==> config.mk <==
export PLATFORM = sky130hd
export DESIGN_NAME = serial_lane_arbiter
export DESIGN_NICKNAME = d
export VERILOG_FILES = /design/src/rtl/serial_lane_arbiter.sv
export SDC_FILE = /design/constraint.sdc
export NUM_CORES = 1
export LEC_CHECK = 0
export CAP_MARGIN = 20
export CORE_MARGIN = 3
export CORE_UTILIZATION = 34
export CTS_CLUSTER_SIZE = 40
export DETAILED_ROUTE_END_ITERATION = 16
export PLACE_DENSITY = 0.67
export SYNTH_ARGS = -nofsm -noshare
export SYNTH_HDL_FRONTEND = slang
export SYNTH_SLANG_ARGS = --single-unit
==> constraint.sdc <==
create_clock -name clk -period 3 [get_ports clk]
set_input_delay 0.6 -clock clk [delete_from_list [all_inputs] [get_ports clk]]
set_output_delay 0.6 -clock clk [all_outputs]
set_load 0.02 [all_outputs]
==> src/rtl/serial_lane_arbiter.sv <==
// Round-robin arbiter that lets two word producers share one serial lane.
// It captures the winning word, shifts it out LSB-first with framing strobes, then inserts an idle gap.
module serial_lane_arbiter #(
  parameter int WIDTH = 4,
  parameter int GAP   = 1
) (
  input  logic             clk,
  input  logic             rst,
  input  logic             req0_valid,
  input  logic [WIDTH-1:0] req0_data,
  output logic             req0_ready,
  input  logic             req1_valid,
  input  logic [WIDTH-1:0] req1_data,
  output logic             req1_ready,
  output logic             so,
  output logic             so_valid,
  output logic             so_first,
  output logic             so_last,
  output logic             so_src,
  output logic             busy,
  output logic [1:0]       dbg_state
);

  localparam int CW = ($clog2(WIDTH) < 1) ? 1 : $clog2(WIDTH);
  localparam int GW = ($clog2(GAP + 1) < 1) ? 1 : $clog2(GAP + 1);
  localparam logic [CW-1:0] CNT_LAST = CW'(WIDTH - 1);
  localparam logic [GW-1:0] GAP_LAST = GW'((GAP > 0) ? (GAP - 1) : 0);

  typedef enum logic [1:0] {
    S_IDLE  = 2'd0,
    S_SHIFT = 2'd1,
    S_GAP   = 2'd2
  } state_t;

  state_t           r_state;
  logic [WIDTH-1:0] r_sreg;
  logic [CW-1:0]    r_cnt;
  logic [GW-1:0]    r_gcnt;
  logic             r_src;
  logic             r_rr;

  logic w_idle;
  logic w_any;
  logic w_grant;

  // Handshake: a word moves when reqN_valid and reqN_ready are both high in the
  // same cycle; ready depends only on state and the valids, never on the data.
  assign w_idle  = (r_state == S_IDLE);
  assign w_any   = req0_valid | req1_valid;
  assign w_grant = (req0_valid && req1_valid) ? r_rr : req1_valid;

  assign req0_ready = !rst && w_idle && w_any && !w_grant;
  assign req1_ready = !rst && w_idle && w_grant;

  always_ff @(posedge clk) begin
    if (rst) begin
      r_state <= S_IDLE;
      r_sreg  <= '0;
      r_cnt   <= '0;
      r_gcnt  <= '0;
      r_src   <= 1'b0;
      r_rr    <= 1'b0;
    end else begin
      case (r_state)
        S_IDLE: begin
          if (w_any) begin
            r_state <= S_SHIFT;
            r_cnt   <= '0;
            r_sreg  <= w_grant ? req1_data : req0_data;
            r_src   <= w_grant;
            r_rr    <= ~w_grant;
          end
        end
        S_SHIFT: begin
          r_sreg <= {1'b0, r_sreg[WIDTH-1:1]};
          if (r_cnt == CNT_LAST) begin
            if (GAP > 0) begin
              r_state <= S_GAP;
              r_gcnt  <= '0;
            end else begin
              r_state <= S_IDLE;
            end
          end else begin
            r_cnt <= r_cnt + 1'b1;
          end
        end
        S_GAP: begin
          if (r_gcnt == GAP_LAST) begin
            r_state <= S_IDLE;
          end else begin
            r_gcnt <= r_gcnt + 1'b1;
          end
        end
        default: r_state <= S_IDLE;
      endcase
    end
  end

  // Lane outputs decode purely from registered state so they are glitch-free.
  assign so        = (r_state == S_SHIFT) && r_sreg[0];
  assign so_valid  = (r_state == S_SHIFT);
  assign so_first  = (r_state == S_SHIFT) && (r_cnt == '0);
  assign so_last   = (r_state == S_SHIFT) && (r_cnt == CNT_LAST);
  assign so_src    = r_src;
  assign busy      = (r_state != S_IDLE);
  assign dbg_state = r_state;

endmodule
==> out/qor.csv <==
metric,value,unit
skew final,0.00232,ns
Mean Syn Cell Area,8.78,um2
clk_lat worst skew,0.26,ns
CTS tree,done,
Final setup viols,0,
crit end category,output port,
Design Power,0.344,mW
Chip Width,44.7,um
fin crit period,2.75,ns
DR vias,499,
Max Clk Rate,364,MHz
post-route ant nets,0,
PD cells,448,nW/um2
"Req. time, crit path",2.40,ns
unrepaired setup endpoints after global routing,false,
"CTS clk-pin slew, worst paths",0.07,ns
IO Port Bufs,21,
clock sinks,10,
Initial Utilization,37.7,%
yosys warns,0,
met2 wire length,559,um
post-CTS setup buffers,0,
max layer used,met4,
startpoint types,input pin,
Nets,97,
Syn Inst Count,58,
Worst VDD drop,0.000306,V
vias in the first global route,499,
die area,2000,um2
layout cells sized above 1,8.54,%
final worst-path cycle share,91.7,%
Via density,5.14,
register area,200,um2
outcome,"complete, no violations",
Clock Root Buffer,clkbuf_4,
Slew headroom,75.5,%
cell accounting for the most synthesized area,dfxtp_1,
initial antenna violation count,0,
CP Class,in -> out,
"Seq/Total Area, Yosys",39.3,%
"top cells by area, synth","dfxtp_1 39%, mux2i_1 7.9%, a22oi_1 5.9%",
post-synthesis to final-layout area growth,51.1,%
met3 WL post-DR,80,um
Synth Register Bits,10,
DRT Pass-1 Iters,4,
Core Box Area,1350,um2
worst r2r src,dbg_state[0],
Netlist cell types,25,
leakage power,0.313,nW
CTS Buf Count,3,
Least-Margin Pin Slew,0.367,ns
Fill cells,145,
Fin. Hold Viols,0,
GPL Wtd Cong,0.693,
num ports,22,
Row Count,13,
Initial DRC Count,2,
hold crit path type,reg -> reg,
"Arr. time, crit path",2.15,ns
"Slew Viols, Final",0,
drt drc,0,
clk buf depth,2,
CTS-repair resized insts,0,
largest net degree at the start of global routing,12,
Synth top area share,39.3,%
total gr overflow,0,
# hold bufs at CTS,0,
GRT Overall Usage,14.6,%
Mapped Nets,72,
Hold Crit Start,r_rr,
Multi-input gate area,278,um2
Met1 Routed Length,557,um
WL per Instance,12.5,um
first-pass GRT wire length,2120,um
TNS Setup,0,ns
htree depth,1,
Max Cap Viol,0,
CP max FO,5,
Netlist Area Pre-Place,509,um2
Die Span Y,44.7,um
Post-DP HPWL,977,um
antenna diode count,0,
Total Wirelength,1210,um
worst hold margin,0.483,ns
crit path from,req0_valid,
==> worst max-delay path, cell delays in order <==
cell             delay [ns]
clkdlybuf4s50_1        0.48
nand2b_1               0.16
nand2_2                0.13
nor3_1                 0.15
clkdlybuf4s50_1        0.64
==> cell usage in the layout (no fill, tap or decap), types with 2 or more instances in the layout <==
cell              n
clkdlybuf4s50_1  21
and2_1            4
a22oi_1           4
ha_1              2
o21ai_0           2
buf_4             2
nor3_1            4
inv_1             3
clkbuf_4          3
nor2_1            4
nor2b_1           2
o22ai_1           3
a21oi_1           3
mux2i_1           4
dfxtp_1          10
==> registers in the layout, summed over array words and instances, names as in the netlist <==
name and count:
r_rr 1, dbg_state 2, so_src 1, r_cnt 2, r_sreg 4
==> power by group <==
part,switching [mW],internal (mW),leakage (nW)
registers,0.00633,0.141,0.0823
clock network,0.0477,0.0735,0.0210
logic,0.0347,0.0409,0.210
==> synth_stat cells (all sizes together) <==
cell    count
nand2       2
buf         2
a22oi       4
mux2i       4
inv         3
and2        4
nand3       1
dfxtp      10
nor2        4
o21ai       3
o22ai       3
a22o        1
nor3        4
nand2b      1
clkbuf      1
a32oi       1
nand3b      1
a21oi       3
a311oi      1
or2         1
nor2b       2
ha          2
==> final cells by class <==
type	instances	area share, %
Tap cell	15	2.44
Sequential cell	10	26.0
Multi-Input combinational cell	42	36.1
Inverter	3	1.46
Clock buffer	4	4.72
Timing Repair Buffer	23	29.3
==> through the flow <==
step | cells | setup WS, ns | cell area (um2) | util [%]
finish | 97 | 0.249 | 769 | 57.0
global route | 97 | 0.180 | 769 | 57.0
CTS | 97 | 0.242 | 769 | 57.0
detailed placement | 93 | 0.246 | 733 | 54.3
global placement | 93 | 0.287 | 733 | 54.3
floorplan | 58 | 1.07 | 509 | -
==> cells by family after synthesis <==
group	Yosys count	share of synthesized area, %
adder cells (fa/ha/maj)	2	4.91
AND/OR/NAND/NOR	20	21.1
multiplexers	4	7.86
AO/OA/AOI/OAI	16	20.6
buffers and inverters	6	6.14
flip-flops	10	39.3
==> worst paths after layout <==
path	endpoint	slack, ns	depth (start not counted)
max	req1_ready	0.25	5
min	r_rr	0.48	1
max reg2reg	r_sreg[1]	1.74	4
min reg2reg	r_rr	0.48	1
==> routing by layer <==
metal,vias up,track usage [%]
met3,2,4.38
li1,258,-
met1,222,18.3
met4,0,7.23
met2,17,22.6
met5,-,0
No activity file was read; power rests on OpenSTA's default activity.
